### src/rtl/sample_ctrl.sv
// sample_ctrl: sequencing controller for the sample-processing datapath.
// Detects new-sample edges, steps the datapath through SHIFT, LOAD, CLEAR and
// NUM_TAPS MAC operations, then issues cnt_up. Datapath overflow aborts the
// sample into ERROR. A one-deep pending flag absorbs an edge that arrives while
// busy. The rising edge of one_k_samples becomes a single-cycle batch_done.
module sample_ctrl #(
  parameter int NUM_TAPS = 4,
  parameter int TW       = $clog2(NUM_TAPS)
) (
  input  logic          clk,
  input  logic          reset,
  input  logic          data_ready,
  input  logic          overflow,
  input  logic          one_k_samples,
  output logic          cnt_up,
  output logic          modwait,
  output logic [2:0]    op,
  output logic [TW-1:0] tap_sel,
  output logic          err,
  output logic          overrun,
  output logic          batch_done
);

  typedef enum logic [2:0] {
    S_IDLE  = 3'd0,
    S_SHIFT = 3'd1,
    S_LOAD  = 3'd2,
    S_CLEAR = 3'd3,
    S_MAC   = 3'd4,
    S_CHECK = 3'd5,
    S_DONE  = 3'd6,
    S_ERROR = 3'd7
  } state_t;

  localparam logic [2:0]    OP_NOP   = 3'd0;
  localparam logic [2:0]    OP_LOAD  = 3'd1;
  localparam logic [2:0]    OP_SHIFT = 3'd2;
  localparam logic [2:0]    OP_MAC   = 3'd3;
  localparam logic [2:0]    OP_CLEAR = 3'd4;
  localparam logic [TW-1:0] LAST_TAP = TW'(NUM_TAPS - 1);
  localparam logic [TW-1:0] TAP_ONE  = TW'(1);

  state_t        state_q, state_d;
  logic          dr_q;
  logic          pending_q, pending_d;
  logic [TW-1:0] tap_q, tap_d;
  logic          ok_q, ok_q2;
  logic          batch_done_q;
  logic          start_edge;
  logic          busy;

  // A new sample is a rising edge of the source level signal.
  assign start_edge = data_ready & ~dr_q;

  // Busy means a sample is in flight; IDLE and ERROR can accept a new one.
  assign busy = (state_q != S_IDLE) && (state_q != S_ERROR);

  // Next-state and tap counter: walk the fixed op sequence, abort on overflow.
  always_comb begin
    state_d = state_q;
    tap_d   = '0;
    case (state_q)
      S_IDLE, S_ERROR: begin
        if (start_edge || pending_q) begin
          state_d = S_SHIFT;
        end
      end
      S_SHIFT: state_d = S_LOAD;
      S_LOAD:  state_d = S_CLEAR;
      S_CLEAR: begin
        tap_d   = '0;
        state_d = S_MAC;
      end
      S_MAC: begin
        tap_d = tap_q + TAP_ONE;
        // overflow lags the op by one cycle, so the first MAC sees CLEAR's flag
        if (overflow && (tap_q != '0)) begin
          state_d = S_ERROR;
        end else if (tap_q == LAST_TAP) begin
          state_d = S_CHECK;
        end
      end
      S_CHECK: begin
        // flag here belongs to the last MAC
        if (overflow) begin
          state_d = S_ERROR;
        end else begin
          state_d = S_DONE;
        end
      end
      S_DONE:  state_d = S_IDLE;
      default: state_d = S_IDLE;
    endcase
  end

  // Pending flag: remember one edge while busy; a start consumes it, and an
  // edge coinciding with that consume re-arms it.
  always_comb begin
    pending_d = pending_q;
    if (!busy) begin
      pending_d = start_edge & pending_q;
    end else if (start_edge) begin
      pending_d = 1'b1;
    end
  end

  // An edge arriving while busy with the pending slot already full is lost.
  assign overrun = busy & start_edge & pending_q;

  // Moore output decode from the state register.
  always_comb begin
    op      = OP_NOP;
    tap_sel = '0;
    cnt_up  = 1'b0;
    err     = 1'b0;
    modwait = busy;
    case (state_q)
      S_SHIFT: op = OP_SHIFT;
      S_LOAD:  op = OP_LOAD;
      S_CLEAR: op = OP_CLEAR;
      S_MAC: begin
        op      = OP_MAC;
        tap_sel = tap_q;
      end
      S_DONE:  cnt_up = 1'b1;
      S_ERROR: err = 1'b1;
      default: op = OP_NOP;
    endcase
  end

  // FSM state, tap counter and pending flag registers.
  always_ff @(posedge clk) begin
    if (reset) begin
      state_q   <= S_IDLE;
      tap_q     <= '0;
      pending_q <= 1'b0;
    end else begin
      state_q   <= state_d;
      tap_q     <= tap_d;
      pending_q <= pending_d;
    end
  end

  // Edge-detect history; clearing it in reset makes a level held high
  // through reset release count as one sample.
  always_ff @(posedge clk) begin
    if (reset) begin
      dr_q <= 1'b0;
    end else begin
      dr_q <= data_ready;
    end
  end

  // Batch pulse: rising edge of one_k_samples, registered so it lands two
  // cycles after the flag rises and lasts exactly one cycle.
  always_ff @(posedge clk) begin
    if (reset) begin
      ok_q         <= 1'b0;
      ok_q2        <= 1'b0;
      batch_done_q <= 1'b0;
    end else begin
      ok_q         <= one_k_samples;
      ok_q2        <= ok_q;
      batch_done_q <= ok_q & ~ok_q2;
    end
  end

  assign batch_done = batch_done_q;

endmodule

### config.mk
export PLATFORM = sky130hd
export DESIGN_NAME = sample_ctrl
export DESIGN_NICKNAME = d
export VERILOG_FILES = /design/src/rtl/sample_ctrl.sv
export SDC_FILE = /design/constraint.sdc
export NUM_CORES = 1
export LEC_CHECK = 0
export CAP_MARGIN = 20
export CORE_AREA = 2 2 61 46
export CTS_BUF_LIST = sky130_fd_sc_hd__clkbuf_4 sky130_fd_sc_hd__clkbuf_8
export CTS_CLUSTER_SIZE = 14
export DETAILED_ROUTE_END_ITERATION = 10
export DIE_AREA = 0 0 63 48
export GPL_TIMING_DRIVEN = 0
export PLACE_DENSITY_LB_ADDON = 0.15
export SLEW_MARGIN = 20
export SYNTH_ARGS = -nofsm -noshare
export SYNTH_HDL_FRONTEND = slang
export SYNTH_SLANG_ARGS = --single-unit
### constraint.sdc
create_clock -name clk -period 1.1 [get_ports clk]
set_input_delay 0.11 -clock clk [delete_from_list [all_inputs] [get_ports clk]]
set_output_delay 0.11 -clock clk [all_outputs]
set_load 0.02 [all_outputs]
* Yosys cells after proc, flatten, opt, wreduce, memory -nomap -nowiden
Index checks and enable logic that the tools add are counted.
W data, S select, Z words.
** Word-level totals
- RAM bits :: 0
- Bits of input ports :: 5
- Memories kept :: 0
- Bits in latches :: 0
- Memory bits (read-only) :: 0
- Register bits :: 10
- Word-level logic and storage cells :: 48
** Cells by class
- Multiplexer cells :: 11
- Add/sub/neg operators :: 1
- Div/mod/pow operators :: 0
- Eq/ne operators :: 12
- Shifts and indexed selects :: 0
- Magnitude comparators :: 0
- Reductions and logical operators :: 9
- Multipliers :: 0
- Bitwise gates (word level) :: 8
** Operators with widths (count)
- $pmux W3 S7 :: 1
- $eq A3 B3 Y1 const B :: 4
- $pmux W3 S4 :: 1
- $mux W3 :: 3
- $eq A3 B2 Y1 const B :: 2
- $ne A3 B3 Y1 const B :: 2
- $and A1 B1 Y1 :: 5
- $mux W1 :: 5
- $ne A2 B2 Y1 const B :: 2
- $reduce_or A2 Y1 :: 2
- $eq A3 B1 Y1 const B :: 1
- $logic_not A3 Y1 :: 1
- $not A1 Y1 :: 3
- $reduce_bool A3 Y1 :: 1
- $add A2 B1 Y2 const B :: 1
- $eq A2 B2 Y1 const B :: 1
- $logic_and A1 B1 Y1 :: 2
- $mux W2 :: 1
- $reduce_and A2 Y1 :: 1
- $reduce_bool A2 Y1 :: 1
- $logic_or A1 B1 Y1 :: 1

* Depth between registers and ports, before layout
- Depth in word-level cells :: 5
- Mapped depth :: 5
- Depth with buffers taken out :: 5

* Least setup slack after synthesis
Ideal clock, no wire load.
- Path type :: reg-to-output
- From :: register state_q[1]
- To :: output overrun
- Required time :: 990 ps
- Setup slack :: -340 ps
- Stages on the path, launching flop included :: 4
- Data arrival time :: 1330 ps
- Buffers on the path :: 1
- Cells stage by stage :: dfxtp_1 -> and3_1 -> buf_6 -> nor4_1
** On the way
- Cells in the longest elaborated chain, start to end :: 4
- Elaborated cells between the ends (all ways) :: 5
** Ends and longest elaborated chain
- start: declaration :: line 43 : state_t state_q, state_d;
- start signal: assignment :: line 138 : state_q <= state_d;
- $ne A3 B3 Y1 or $reduce_bool A3 Y1 (tied branches) :: line 56 : assign busy = (state_q != S_IDLE) && (state_q != S_ERROR);
- $logic_and A1 B1 Y1 (*) :: line 56
- $and A1 B1 Y1 (*) (2 in a row) :: line 108 : assign overrun = busy & start_edge & pending_q;
- end: declaration :: line 20 : output logic overrun,
Every way passes the cells marked *; elsewhere a longest branch is shown, timed or not.

* Final worst setup path
- From :: register state_q[0]
- To :: output overrun
Same word-level chain as after synthesis.

==> flow_metrics.tcl <==
set metrics [dict create \
    r2r_cells 7 \
    nets 104 \
    r2r-end "pending_q" \
    syn_inst 62 \
    synth_top_family_by_area "simple AND/OR/NAND/NOR gates" \
    hold_viol_final 0 \
    die_area_sq_um 3020 \
    cts_buffers 3 \
    io_pins 15 \
    cts_root_buffer "clkbuf_4" \
    synthesis.area_sq_um 539 \
    path_class "flop to output port" \
    synth_edf_count 0 \
    antenna_left 0 \
    worstReg2RegStart "state_q[0]" \
    slew-limit-headroom_pct 74.2 \
    seq_power_share_pct 23.7 \
    grt_pass1_wl_microns 2150 \
    syn_nets 69 \
    drt_pre_antenna_iters 3 \
    grt_antenna_before_repair 0 \
    fin_util_pct 41.3 \
    ys_ff_latch 10 \
    required_ns 0.99 \
    p_total_mw 2.15 \
    worstHoldStart "ok_q2" \
    worstPathArrival_ns 1.27 \
    yosysTopAreaCell "dfxtp_1" \
    h-tree-depth 1 \
    worst_pin_slew_ns 0.386 \
    area_growth_pct 82.4 \
    max_cap_violations 0 \
    start_util_pct 22.6 \
    startpoint "state_q[0]" \
    wl_per_cell_microns 10.4 \
    power_frac_comb_pct 65.2 \
    ys_top_cells_by_count "10 x dfxtp_1, 8 x nor2_1, 5 x nor2b_1" \
    cp-start-kind "flop" \
    synth_most_common_cell "dfxtp_1" \
    slew_violations 0 \
    fin_crit_sh_pct 125 \
    swShare_pct 36.1 \
    synth_ff_type "dfxtp_1" \
    finClkSkew_ns 0.000239 \
    post-place-cells 110 \
    worst_slack_ns -0.277 \
    final.setup.tns_ns -2.05 \
    crit_chain "buf_6 -> nor3_4 -> buf_6 -> nor4_4 -> buf_4" \
    post-synth-top-area-fraction_pct 37.1 \
    cts_tree "built" \
    dp_hpwl_microns 833 \
    drc_errors 0 \
    finalSetupViolations 13 \
    place_congestion 0.723 \
    hold_path_depth 1 \
    port_buffers 14 \
    clock_latency_ns 0.25 \
    synth_area_leaders "dfxtp_1 37%, nor2b_1 5.8%, nor2_1 5.6%, ha_1 4.6%, buf_6 4.2%" \
    via_per_inst 4.09 \
    rrSetupSlack_ns -0.25 \
    synthXorXnorAreaFrac_pct 4.87 \
    clockBufferDepth 2 \
    grt_pass1_vias 467 \
    p_leak_nw 0.425 \
    cp-end-kind "output port" \
    drt-initial-drc-count 5 \
    p_per_area_nw_per_um2 2180 \
    design_area_sq_um 983 \
    dpl_cell_area_sq_um 743 \
    ys_seq_area_share_pct 37.1 \
    die_width_microns 63 \
    wl_microns 1340 \
    crit_slowest_cell "dfxtp_4" \
    grt_max_degree 9 \
    peakVddDrop_mv 0.750 \
    synth_warnings 0 \
    cpMostUsedCell "buf_6" \
    avgSynthCellArea_sq_um 8.70 \
    fmax_mhz 726 \
    synth_compound_area_share_pct 16.2 \
    die_h_microns 48 \
    dpl_worst_slack_ns -0.537 \
    holdWs_ns 0.381 \
    cpPeakStageDelay_ns 0.36 \
    clkTransAtPathRegs_ns 0.06 \
    path_max_fanout 4 \
    track_usage_pct 9.68 \
    hold_buffers 0 \
    period_needed_ns 1.38 \
    n_antenna_cell 0 \
    status "finished, violations left" \
    whs_endpoint "batch_done" \
    synthMuxAreaShare_pct 0 \
    violations "setup timing" \
    cts_sinks 10 \
    fill_cells 232 \
    synth-simple-area-share_pct 27.6 \
    synth_cell_types 28 \
    instances_no_fill 129 \
    vias 528 \
    hold_class "flop to flop" \
    core_area_sq_um 2380 \
    rows 15 \
    drive_gt1_share_pct 55.8 \
    synth-async-reset-ratio_pct 0 \
    grt-ovfl-total 0 \
    netSwitchingPower_uw 776 \
    synth_fa_ha_area_share_pct 4.64 \
    internal_power_mw 1.37 \
    pwr-share-clk_pct 11.1 \
    rsz0062_at_grt "true" \
]
-- how the worst max path moves through the flow --
stage | end | cells after the start | slack [ns]
after floorplan | pending_q | 4 | -0.05
final | overrun | 5 | -0.28
after global placement | overrun | 4 | -0.54
after global routing | tap_sel[0] | 6 | -0.33
after detailed placement | overrun | 4 | -0.54
after CTS | overrun | 5 | -0.28
-- final cells by class --
type,count,area [sq um],area share [%]
clock buffers,3,22.5,2.29
repair buffers,31,285,29.0
plain buffers,3,41.3,4.20
inverters,5,18.8,1.91
well taps,34,42.5,4.33
multi-input cells,43,362,36.8
flip-flops and latches,10,211,21.5
-- logic make-up (layout without fill, tap and decap cells) --
family	after synthesis	count (layout)
fa+ha+maj	2	2
xor+xnor	3	3
buf+inv	9	42
compound gates	12	12
simple gates	26	26
flops	10	10
-- per-layer routing --
layer	up-vias	share of wire, %	track usage, %
met2	11	50	17.9
met1	237	44	10.9
met5	-	0	0
met3	0	6.3	4.47
li1	280	-	-
met4	0	0	1.33
-- flip-flops by register name (all words and copies together), names as in the netlist --
register    flops
pending_q       1
ok_q2           1
tap_q           2
state_q         3
ok_q            1
batch_done      1
dr_q            1
-- worst max-delay path, delay by kind of cell (launching register included) --
kind          cells  cell delay [ns]
buf+inv           3             0.42
flops             1             0.36
simple gates      2             0.24
-- placed cells by master, fill, tap and decap left out, types with 2 or more instances in the layout --
master            n
nor3b_2           3
buf_8             2
nor2_1            6
o21ai_1           3
dfxtp_2           3
dfxtp_1           5
nor2b_1           5
dfxtp_4           2
buf_4            19
inv_1             2
dlygate4sd2_1     2
inv_2             3
clkbuf_4          3
nand2b_1          2
clkdlybuf4s50_1   3
buf_6             7
-- what timing repair did --
item | CTS | global route
endpoints found under the setup margin | 14 | 15
endpoints found under the hold margin | 0 | 0
resized for setup | 67 | 12
buffers inserted | 14 | 2
cloned | 1 | 0
pin swaps | 11 | 9
-- power by group through the flow --
stage	Sequential (mW)	Clock [mW]	Combinational, mW
after detailed placement	0.476	0	0.814
after floorplan	0.467	0	0.559
after global placement	0.475	0	0.809
after global routing	0.516	0.273	1.50
after CTS	0.496	0.251	1.27
final	0.509	0.238	1.40
No activity file was read; power rests on OpenSTA's default activity.
